==> src/rtl/fifo_rr_arbiter_pkg.sv <==
// Shared defaults and helpers for the round-robin producer arbiter and its FIFO.
package fifo_rr_arbiter_pkg;

  localparam int unsigned N_REQ_DEF = 4;
  localparam int unsigned BITS_DEF  = 16;
  localparam int unsigned DEPTH_DEF = 16;

  // Index width that never collapses to zero bits.
  function automatic int unsigned idx_w(input int unsigned n);
    return (n > 1) ? $clog2(n) : 1;
  endfunction

endpackage

==> src/rtl/fifo_flops.sv <==
// Flop-based synchronous FIFO: head presented combinationally on Dout.
module fifo_flops
  import fifo_rr_arbiter_pkg::*;
#(
  parameter int unsigned DEPTH = DEPTH_DEF,
  parameter int unsigned BITS  = BITS_DEF
) (
  input  logic            clk,
  input  logic            rst,
  input  logic            push,
  input  logic            pop,
  input  logic [BITS-1:0] Din,
  output logic [BITS-1:0] Dout,
  output logic            pndng,
  output logic            full
);

  localparam int unsigned AW = idx_w(DEPTH);
  localparam int unsigned CW = $clog2(DEPTH + 1);

  logic [BITS-1:0] mem_q [DEPTH];
  logic [AW-1:0]   wr_q, wr_d, rd_q, rd_d;
  logic [CW-1:0]   cnt_q, cnt_d;
  logic            do_push, do_pop;

  assign full    = (cnt_q == CW'(DEPTH));
  assign pndng   = (cnt_q != '0);
  assign do_push = push && !full;
  assign do_pop  = pop && pndng;
  assign Dout    = mem_q[rd_q];

  always_comb begin
    wr_d  = wr_q;
    rd_d  = rd_q;
    cnt_d = cnt_q;
    if (do_push) wr_d = (wr_q == AW'(DEPTH - 1)) ? '0 : wr_q + 1'b1;
    if (do_pop)  rd_d = (rd_q == AW'(DEPTH - 1)) ? '0 : rd_q + 1'b1;
    case ({do_push, do_pop})
      2'b10:   cnt_d = cnt_q + 1'b1;
      2'b01:   cnt_d = cnt_q - 1'b1;
      default: cnt_d = cnt_q;
    endcase
  end

  always_ff @(posedge clk) begin
    if (rst) begin
      wr_q  <= '0;
      rd_q  <= '0;
      cnt_q <= '0;
    end else begin
      wr_q  <= wr_d;
      rd_q  <= rd_d;
      cnt_q <= cnt_d;
    end
  end

  // Storage carries no reset; only the pointers define validity.
  always_ff @(posedge clk) begin
    if (!rst && do_push) mem_q[wr_q] <= Din;
  end

endmodule

==> src/rtl/fifo_rr_arbiter.sv <==
// Round-robin arbiter granting one producer per cycle into a shared FIFO.
module fifo_rr_arbiter
  import fifo_rr_arbiter_pkg::*;
#(
  parameter int unsigned N_REQ = N_REQ_DEF,
  parameter int unsigned BITS  = BITS_DEF,
  parameter int unsigned DEPTH = DEPTH_DEF
) (
  input  logic                     clk,
  input  logic                     rst,
  input  logic [N_REQ-1:0]         req,
  input  logic [N_REQ*BITS-1:0]    din_bus,
  output logic [N_REQ-1:0]         gnt,
  input  logic                     pop,
  output logic [BITS-1:0]          Dout,
  output logic                     pndng,
  output logic                     full,
  output logic [idx_w(N_REQ)-1:0]  last_id
);

  localparam int unsigned IW = idx_w(N_REQ);

  logic [IW-1:0]   ptr_q, ptr_d, last_q, last_d, gidx, cand;
  logic            any_gnt, fifo_full;
  logic [BITS-1:0] fifo_din;

  // Scan upward from ptr with wrap; the first requester wins.
  always_comb begin
    gnt     = '0;
    gidx    = '0;
    cand    = '0;
    any_gnt = 1'b0;
    if (!rst && !fifo_full) begin
      for (int unsigned k = 0; k < N_REQ; k++) begin
        cand = IW'((32'(ptr_q) + k) % N_REQ);
        if (!any_gnt && req[cand]) begin
          gidx      = cand;
          gnt[cand] = 1'b1;
          any_gnt   = 1'b1;
        end
      end
    end
  end

  always_comb begin
    ptr_d  = ptr_q;
    last_d = last_q;
    if (any_gnt) begin
      last_d = gidx;
      ptr_d  = (32'(gidx) == N_REQ - 1) ? '0 : gidx + 1'b1;
    end
  end

  assign fifo_din = din_bus[32'(gidx)*BITS +: BITS];
  assign full     = fifo_full;
  assign last_id  = last_q;

  always_ff @(posedge clk) begin
    if (rst) begin
      ptr_q  <= '0;
      last_q <= '0;
    end else begin
      ptr_q  <= ptr_d;
      last_q <= last_d;
    end
  end

  fifo_flops #(
    .DEPTH (DEPTH),
    .BITS  (BITS)
  ) u_fifo (
    .clk   (clk),
    .rst   (rst),
    .push  (any_gnt),
    .pop   (pop),
    .Din   (fifo_din),
    .Dout  (Dout),
    .pndng (pndng),
    .full  (fifo_full)
  );

endmodule

==> config.mk <==
export PLATFORM = sky130hd
export DESIGN_NAME = fifo_rr_arbiter
export DESIGN_NICKNAME = d
export VERILOG_FILES = /design/src/rtl/fifo_rr_arbiter_pkg.sv /design/src/rtl/fifo_flops.sv /design/src/rtl/fifo_rr_arbiter.sv
export SDC_FILE = /design/constraint.sdc
export NUM_CORES = 1
export LEC_CHECK = 0
export CORE_MARGIN = 2
export CORE_UTILIZATION = 45
export CTS_CLUSTER_DIAMETER = 150
export CTS_CLUSTER_SIZE = 25
export DETAILED_ROUTE_END_ITERATION = 10
export HOLD_SLACK_MARGIN = 0.05
export PLACE_DENSITY = 0.65
export SETUP_SLACK_MARGIN = 0.15
export SLEW_MARGIN = 40
export SYNTH_ARGS = -nofsm -noshare
export SYNTH_HDL_FRONTEND = slang
export SYNTH_HIERARCHICAL = 1
export SYNTH_SLANG_ARGS = --single-unit
==> constraint.sdc <==
create_clock -name clk -period 7.1 [get_ports clk]
set_input_delay 0.71 -clock clk [delete_from_list [all_inputs] [get_ports clk]]
set_output_delay 0.71 -clock clk [all_outputs]
set_load 0.05 [all_outputs]
==> results.toml, run 1 <==
[outcome]
status = "complete, no violations"

[global_routing]
grt_use_met2 = 0.335
top_usage_layer = "met2"
use_met3 = 0.0217
antenna_found_initial = 0
grt_usage = 0.182
grt_pass1_vias = 6697
overflow = 0
grt_max_degree = 65
grt_pass1_wl_mm = 38.5
use_met1 = 0.235

[setup_path]
start_kind = "flip-flop"
crit_chain = "inv_1 -> ha_1 -> mux4_2 -> nor3_1 -> a22o_1 -> nand2_1 -> a31oi_1 -> clkdlybuf4s50_1"
r2r_start = "ptr_q[0]"
reg2reg_depth = 10
cp_num_buf_inv = 2
r2r-end = "u_fifo/mem_q[1][7]"
critPathMaxStageDelay_ps = 840
path_class = "flip-flop to output port"
worst_setup_path_end_kind = "output port"
path_max_fanout = 15
worstPathArrival_ps = 4240
slowest_stage = "clkdlybuf4s50_1"
rrSetupSlack_ps = 2810
crit_required_ps = 6390
path_delay_family = "buffers and inverters"

[clock_network]
cts-root-buf = "clkbuf_16"
path_clk_slew_ps = 90
cts_buffer_depth = 3
cts_tree = "built"
cts_buffers = 15
clock_latency_ps = 490
post-cts-setup-buffer-count = 0
h-tree-depth = 1
clock_sinks = 277
cts_resized = 0
hold_buffers = 0

[sta]
tightest_slew_ps = 796
min_period_over_period = 0.697
fmaxAchievable_mhz = 202
skew_ps = 29.1
setup_viol_count_final = 0
slew-limit-headroom = 0.469
hold_viol_final = 0
tns_ps = 0
slew_violations = 0
min_period_ps = 4950
rsz0062_at_grt = "no"

[synthesis]
synth-xor-area-share = 0.00371
yosys_most_used_dff = "edfxtp_1"
ys_seq_elements = 277
ys.warnings.count = 6
yosys.area_share.simple = 0.0546
syn_inst = 694
synth_top_family_by_area = "multiplexers"
synth_enable_flop_cells = 256
synth_fa_ha_area_frac = 0.0197
synth_area_sq_mm = 0.0118
async_flop_share = 0
ys_seq_area_frac = 0.687
ys_types = 56
synth_mux_area_frac = 0.147
synth_compound_area_frac = 0.0645
synth_nets = 783
syn_avg_cell_area_sq_um = 17.0

[run]
cap_violations = 0

[worst_hold_path]
hold_end = "last_id[1]"
hold_path_class = "flip-flop to flip-flop"
holdPathStages = 2
hold_start = "last_id[1]"

[detailed_routing]
drt_iter0_markers = 521
route.detailed.drc = 0
wirelength_mm = 25.1
wire_per_inst_um = 22.1
viasPerCell = 5.71
num_vias = 6490
ant_nets = 0
drtPass1Iterations = 5

[power_and_ir_drop]
p_clk_frac = 0.199
swShare = 0.317
ir_drop_mv = 0.173
seqPwrFrac = 0.484
powerDensity_mw_per_mm2 = 320
combPwrFrac = 0.317
internal_power_mw = 3.00
switchingPower_mw = 1.39
power.total_mw = 4.39
p_leak_nw = 4.49

[floorplanning]
die_width_um = 166
initial_core_util = 0.455
core.rowCount = 59
ios = 95
die_h_um = 166
core_sq_mm = 0.0259
die_area_sq_mm = 0.0275

[layout]
num-nets-final = 887
syn_to_final_growth_pct = 16.2
drive_gt1_frac = 0.181
num_antenna_cells = 0
final_cells = 1136

[placement]
port_buffers = 94
gp_congestion = 0.888
dp_cells = 1113
hpwl_mm = 15.4
==> synthesized netlist by cell type (5+ instances only) <==
| master | n | area, sq um |
|---|---|---|
| a21oi_1 | 26 | 130 |
| a22oi_1 | 33 | 248 |
| a31oi_1 | 5 | 31.3 |
| a32oi_1 | 15 | 131 |
| buf_2 | 11 | 55.1 |
| buf_6 | 5 | 56.3 |
| clkbuf_1 | 15 | 56.3 |
| dfxtp_1 | 21 | 420 |
| edfxtp_1 | 256 | 7690 |
| ha_1 | 17 | 213 |
| inv_1 | 13 | 48.8 |
| mux2_2 | 5 | 56.3 |
| mux2i_1 | 22 | 220 |
| mux4_2 | 65 | 1460 |
| nand2_1 | 68 | 255 |
| nand2b_1 | 5 | 31.3 |
| nand3_1 | 6 | 30.0 |
| nor2_1 | 42 | 158 |
| nor3_1 | 6 | 30.0 |
==> power by group through the flow <==
stage	combinational [mW]	sequential [mW]	clock (mW)
after floorplan	0.976	2.15	0
after global placement	1.27	2.16	0
after detailed placement	1.38	2.16	0
after CTS	1.38	2.13	0.901
after global routing	1.51	2.14	0.963
final	1.39	2.12	0.875
==> worst reg2reg max path: cells and delay by family, from the launching register on <==
kind / cells / cell delay (ps)
fa+ha+maj: 1 / 480
compound gates: 4 / 1700
flops: 1 / 710
simple gates: 1 / 80
mux: 1 / 280
buf+inv: 3 / 910
==> final cells by class <==
type	count	area, sq um
Clock buffer	18	387
Inverter	13	48.8
Tap cell	335	419
Sequential cell	277	8110
Multi-Input combinational cell	365	3520
Fill cell	2069	12200
Clock inverter	2	38.8
Timing Repair Buffer	126	1190
==> cell usage in the layout, fill, tap and decap left out, drive strengths merged, types with 3 or more instances in the layout <==
cell type      count
a21o               3
a21oi             27
a22o               4
a22oi             33
a31oi              5
a32oi             15
buf               29
clkbuf            21
clkdlybuf4s50     94
dfxtp             21
edfxtp           256
ha                17
inv               14
mux2               5
mux2i             22
mux4              65
nand2             68
nand2b             5
nand3              7
nor2              42
nor3               6
o21ai              5
xor2               4
==> worst max path at each step <==
stage,depth (start not counted),startpoint,end,slack (ps)
global route,8,ptr_q[0],gnt[3],1970
finish,8,ptr_q[0],gnt[3],2150
floorplan,15,u_fifo/cnt_q[0],u_fifo/cnt_q[4],3160
global placement,9,ptr_q[0],u_fifo/mem_q[8][10],2560
CTS,8,ptr_q[0],gnt[3],2220
detailed placement,11,rst,u_fifo/cnt_q[4],2720
==> routing by layer <==
layer / wire [um] / part of all wire
met4: 239 / 0.0095
met2: 13200 / 0.53
met3: 1340 / 0.053
met1: 10300 / 0.41
met5: 0 / 0
==> kinds of logic (layout without fill, tap and decap cells) <==
kind of cell | count (synthesis) | after routing
buffers and inverters | 52 | 159
AND/OR/NAND/NOR | 145 | 145
multiplexers | 92 | 92
adder cells (fa/ha/maj) | 18 | 18
flip-flops | 277 | 277
XOR/XNOR | 5 | 5
AO/OA/AOI/OAI | 105 | 105
==> stage by stage <==
stage	setup slack (ps)	util	cell area (sq um)	hold WS (ps)
after CTS	2220	0.528	13700	456
after floorplan	3160	-	11800	472
final	2150	0.529	13700	452
after detailed placement	2720	0.511	13200	441
after global placement	2560	0.506	13100	429
after global routing	1970	0.529	13700	481
==> sequential cells by signal, summed over array words and instances, names as in the netlist, named ones only <==
register      cells
last_id           2
u_fifo/wr_q       4
u_fifo/rd_q       4
u_fifo/cnt_q      5
ptr_q             2
u_fifo/mem_q    256
No activity file was read; power rests on OpenSTA's default activity.
==> run 2: changes to the inputs <==
- clock period: 7.1 -> 4.65 ns (I/O delays scaled with it)
==> run 2 against run 1 <==
Critical path depth unchanged. Flip-flop and latch count unchanged. Global-route usage increased by 0.64 points. Highest routed layer unchanged.
==> results.toml, run 2 (synthesized netlist as in run 1, its figures left out) <==
[outcome]
status = "complete, no violations"

[clock_network]
clock_sinks = 277
cts_buffers = 15
post-cts-setup-buffer-count = 0
h-tree-depth = 1
cts-root-buf = "clkbuf_16"
cts_buffer_depth = 3
cts_tree = "built"
clock_latency_ps = 490
hold_buffers = 0
path_clk_slew_ps = 100

[power_and_ir_drop]
seqPwrFrac = 0.485
combPwrFrac = 0.315
switchingPower_mw = 2.14
ir_drop_mv = 0.259
powerDensity_mw_per_mm2 = 490
p_clk_frac = 0.200
internal_power_mw = 4.60
p_leak_nw = 4.60
swShare = 0.318

[setup_path]
path_class = "flip-flop to output port"
path_delay_family = "buffers and inverters"
setup.worst_path.start = "ptr_q[1]"
r2r-end = "u_fifo/cnt_q[4]"
reg2reg_depth = 13
cp_num_buf_inv = 2
path_max_fanout = 10
slowest_stage = "dfxtp_1"
start_kind = "flip-flop"
crit_required_ps = 4180
worst_setup_path_end_kind = "output port"
worstPathArrival_ps = 3660
crit_end = "gnt[1]"
critPathMaxStageDelay_ps = 550
crit_chain = "inv_1 -> ha_1 -> mux4_2 -> nor3_1 -> a22o_1 -> nand2_1 -> a31oi_1 -> dlymetal6s2s_1"
r2r_start = "u_fifo/cnt_q[0]"
rrSetupSlack_ps = 940
cp.depth = 8

[run]
cap_violations = 0

[detailed_routing]
route.detailed.drc = 0
wire_per_inst_um = 22.6
ant_nets = 0
drtPass1Iterations = 5
wirelength_mm = 25.9
viasPerCell = 5.89
num_vias = 6752
drt_iter0_markers = 698

[placement]
gp_congestion = 0.792
dp_cells = 1126
hpwl_mm = 15.9
place_area_sq_mm = 0.0133
dp_slack_ps = 563
port_buffers = 94

[layout]
largest_reg_flops = 256
reg.largest.list = "u_fifo/mem_q: 256 flops, u_fifo/cnt_q: 5 flops"
final_cells = 1146
finalInstanceArea_sq_mm = 0.0137
mostFrequentLayoutCell = "edfxtp_1"
syn_to_final_growth_pct = 16.5
drive_gt1_frac = 0.176
num_antenna_cells = 0
final_cell_mix = "256 x edfxtp_1, 90 x clkdlybuf4s50_1, 68 x nand2_1, 65 x mux4_2, 41 x nor2_1"
num-nets-final = 897
top_register = "u_fifo/mem_q"

[sta]
hold_viol_final = 0
setup_ws_ps = 526
slew_violations = 0
rsz0062_at_grt = "no"
slew-limit-headroom = 0.438
skew_ps = 26.7
fmaxAchievable_mhz = 242
min_period_over_period = 0.887
setup_viol_count_final = 0
whs_ps = 446
min_period_ps = 4120
tns_ps = 0
tightest_slew_ps = 838

[floorplanning]
ios = 95
initial_core_util = 0.455
core.rowCount = 59
die_h_um = 166
die_area_sq_mm = 0.0275
core_sq_mm = 0.0259
die_width_um = 166

[global_routing]
grt_max_degree = 41
grt_pass1_wl_mm = 39.9
grt_usage = 0.188
grt_pass1_vias = 7011
overflow = 0
antenna_found_initial = 0

[worst_hold_path]
hold_path_class = "flip-flop to flip-flop"
==> run 2: changes by cell type in the layout (fill, tap and decap cells not counted), sizes merged <==
cell and delta:
inv -1, clkdlybuf4s50 -4, buf +13, clkbuf -2, dlymetal6s2s +4
==> run 2: repair_timing <==
action | in CTS | in global routing
setup endpoints to repair | 4 | 4
endpoints found under the hold margin | 0 | 0
gates resized for setup | 1 | 4
==> run 2: power by group through the flow <==
stage          Clock (mW)  Sequential [mW]  Combinational, mW
2_1_floorplan           0             3.28               1.49
3_3_place_gp            0             3.33               2.04
3_5_place_dp            0             3.33               2.13
4_1_cts              1.38             3.27               2.13
5_1_grt              1.46             3.29               2.30
6_report             1.35             3.27               2.12
==> run 2: worst min-delay path by stage <==
stage | endpoint | cells past startpoint | slack (ps) | from
global placement | last_id[0] | 2 | 440 | last_id[0]
global route | last_id[0] | 2 | 480 | last_id[0]
finish | last_id[0] | 2 | 450 | last_id[0]
floorplan | flip-flop | 2 | 470 | u_fifo/rd_q[3]
detailed placement | last_id[0] | 2 | 430 | last_id[0]
CTS | last_id[0] | 2 | 450 | last_id[0]
==> run 2: metrics by stage <==
step | util | power (mW)
floorplan | - | 4.77
finish | 0.531 | 6.74
CTS | 0.530 | 6.78
detailed placement | 0.514 | 5.46
global placement | 0.513 | 5.36
global route | 0.531 | 7.05
==> run 2: cell type report <==
type                    instances  area [sq um]
multi-input cells             365          3460
inverters                      13          48.8
fillers                      2038         12200
clock buffers                  19           390
clock inverters                 1          30.0
flip-flops and latches        277          8110
repair buffers                136          1290
well taps                     335           419
==> run 2: tightest hold or removal path: stages, from the launching register on <==
cell,delay [ps]
dfxtp_1,320
nand2_1,50
nand2_1,40
==> run 2: layer usage <==
metal	track usage	up-vias	wire length (um)
met1	0.253	3452	10700
met5	0	-	0
met4	0.0461	0	487
li1	-	2988	-
met3	0.0255	37	1790
met2	0.327	275	12900
==> run 3: changes to the inputs <==
- CORE_UTILIZATION: 45 -> 30
- PLACE_DENSITY: 0.65 -> 0.48
==> run 3 against run 2 <==
Die area grew 49%. Register-to-register slack about the same. Flip-flop and latch count unchanged. Final cell count is 16% higher. Via count shrank 3.7%. Global-route usage is 5.1 points lower. Combinational power up 3%. Cell area rose by 2.3%. Critical path depth unchanged. Worst hold slack improved by 3.4 ps. Clock power barely moved. Non-clock buffer count up 4. Critical endpoint is now gnt[0]. Largest cell class unchanged.
==> results.toml, run 3 (synthesized netlist as in run 1, its figures left out) <==
[detailed_routing]
drtPass1Iterations = 5
viasPerCell = 4.88
drt_iter0_markers = 484
wirelength_mm = 27.8
route.detailed.drc = 0
ant_nets = 0
wire_per_inst_um = 20.9
num_vias = 6503

[layout]
nFillCells = 3695
final-seq-area_sq_mm = 0.00811
largest_reg_flops = 256
reg.largest.list = "u_fifo/mem_q: 256 flops, u_fifo/cnt_q: 5 flops"
multi_input_area_sq_mm = 0.00350
mostFrequentLayoutCell = "edfxtp_1"
top_register = "u_fifo/mem_q"
syn_to_final_growth_pct = 19.1
final_cell_mix = "256 x edfxtp_1, 94 x clkdlybuf4s50_1, 68 x nand2_1, 65 x mux4_2, 40 x buf_4"
num-nets-final = 901
drive_gt1_frac = 0.198
num_antenna_cells = 0

[power_and_ir_drop]
powerDensity_mw_per_mm2 = 485
p_leak_nw = 4.56
power.total_mw = 6.81
ir_drop_mv = 0.177

[clock_network]
cts_tree = "built"
path_clk_slew_ps = 100
cts_buffers = 15
cts_buffer_depth = 3
cts-root-buf = "clkbuf_16"
clock_sinks = 277
clock_latency_ps = 490
h-tree-depth = 1
post-cts-setup-buffer-count = 0
cts_resized = 0
hold_buffers = 0

[worst_hold_path]
hold_start = "last_id[1]"
hold_path_class = "flip-flop to flip-flop"
hold_end = "last_id[1]"
holdPathStages = 2

[global_routing]
antenna_found_initial = 0
grt_max_degree = 32
grt_usage = 0.137
grt_pass1_vias = 6726
overflow = 0
grt_pass1_wl_mm = 42.3

[sta]
whs_ps = 450
rsz0062_at_grt = "no"
slew_violations = 0
setup_viol_count_final = 0
slew-limit-headroom = 0.485
tns_ps = 0
fmaxAchievable_mhz = 244
min_period_ps = 4090
hold_viol_final = 0
skew_ps = 29.0
min_period_over_period = 0.880
tightest_slew_ps = 772

[floorplanning]
core.rowCount = 72
ios = 95
core_sq_mm = 0.0387
die_width_um = 202
die_h_um = 202
die_area_sq_mm = 0.0409
initial_core_util = 0.305

[setup_path]
critPathMaxStageDelay_ps = 830
path_class = "flip-flop to output port"
reg2reg_depth = 13
r2r_start = "u_fifo/cnt_q[0]"
start_kind = "flip-flop"
crit_required_ps = 4180
r2r-end = "u_fifo/cnt_q[4]"
worst_setup_path_end_kind = "output port"
path_delay_family = "buffers and inverters"
worstPathArrival_ps = 3630
rrSetupSlack_ps = 940
path_max_fanout = 9
crit_chain = "inv_1 -> ha_1 -> mux4_2 -> nor3_1 -> a22o_1 -> nand2_1 -> a31oi_1 -> clkdlybuf4s50_1"
cp_num_buf_inv = 2
slowest_stage = "clkdlybuf4s50_1"

[placement]
port_buffers = 94
gp_congestion = 0.744
hpwl_mm = 17.8

[outcome]
status = "complete, no violations"

[run]
cap_violations = 0
-- run 3: how the worst max path moves through the flow --
| stage | start | to | slack (ps) | depth (start not counted) |
|---|---|---|---|---|
| 3_5_place_dp | req[3] | gnt[0] | 830 | 7 |
| 3_3_place_gp | req[3] | gnt[0] | 850 | 7 |
| 4_1_cts | ptr_q[1] | gnt[0] | 520 | 8 |
| 6_report | ptr_q[1] | gnt[0] | 560 | 8 |
| 2_1_floorplan | u_fifo/cnt_q[0] | u_fifo/cnt_q[4] | 710 | 15 |
| 5_1_grt | ptr_q[1] | gnt[0] | 300 | 8 |
-- run 3: layout make-up --
| class | count | share of cell area |
|---|---|---|
| Timing Repair Buffer | 140 | 0.0947 |
| Clock buffer | 19 | 0.0278 |
| Sequential cell | 277 | 0.577 |
| Tap cell | 518 | 0.0461 |
| Multi-Input combinational cell | 365 | 0.249 |
| Clock inverter | 1 | 0.00214 |
| Inverter | 13 | 0.00347 |
-- run 3: power breakdown --
part | internal (mW) | total [mW] | leakage (nW) | switching [mW]
Sequential | 3.15 | 3.25 | 2.48 | 0.106
Clock | 0.609 | 1.38 | 0.201 | 0.769
Combinational | 0.858 | 2.18 | 1.88 | 1.32
-- run 3: worst reg2reg max path: cells and delay by family (launching register included) --
| family | cells | cell delay (ps) |
|---|---|---|
| buffers and inverters | 2 | 190 |
| AO/OA/AOI/OAI | 3 | 530 |
| flip-flops | 1 | 360 |
| AND/OR/NAND/NOR | 4 | 1320 |
| adder cells (fa/ha/maj) | 2 | 650 |
| multiplexers | 2 | 560 |
-- run 3: per-stage QoR --
| stage | utilization | setup WS, ps | cells | instance area (sq um) |
|---|---|---|---|---|
| floorplan | - | 708 | 694 | 11800 |
| global placement | 0.351 | 850 | 1310 | 13600 |
| detailed placement | 0.352 | 830 | 1313 | 13600 |
| CTS | 0.363 | 522 | 1333 | 14100 |
| global route | 0.363 | 303 | 1333 | 14100 |
| finish | 0.363 | 559 | 1333 | 14100 |
-- run 3: per-layer routing --
metal,GRT usage,share of wire,vias to the layer above
met5,0,0,-
met4,0.0237,0.011,0
met3,0.0182,0.040,18
met2,0.234,0.49,139
met1,0.189,0.46,3348
li1,-,-,2998
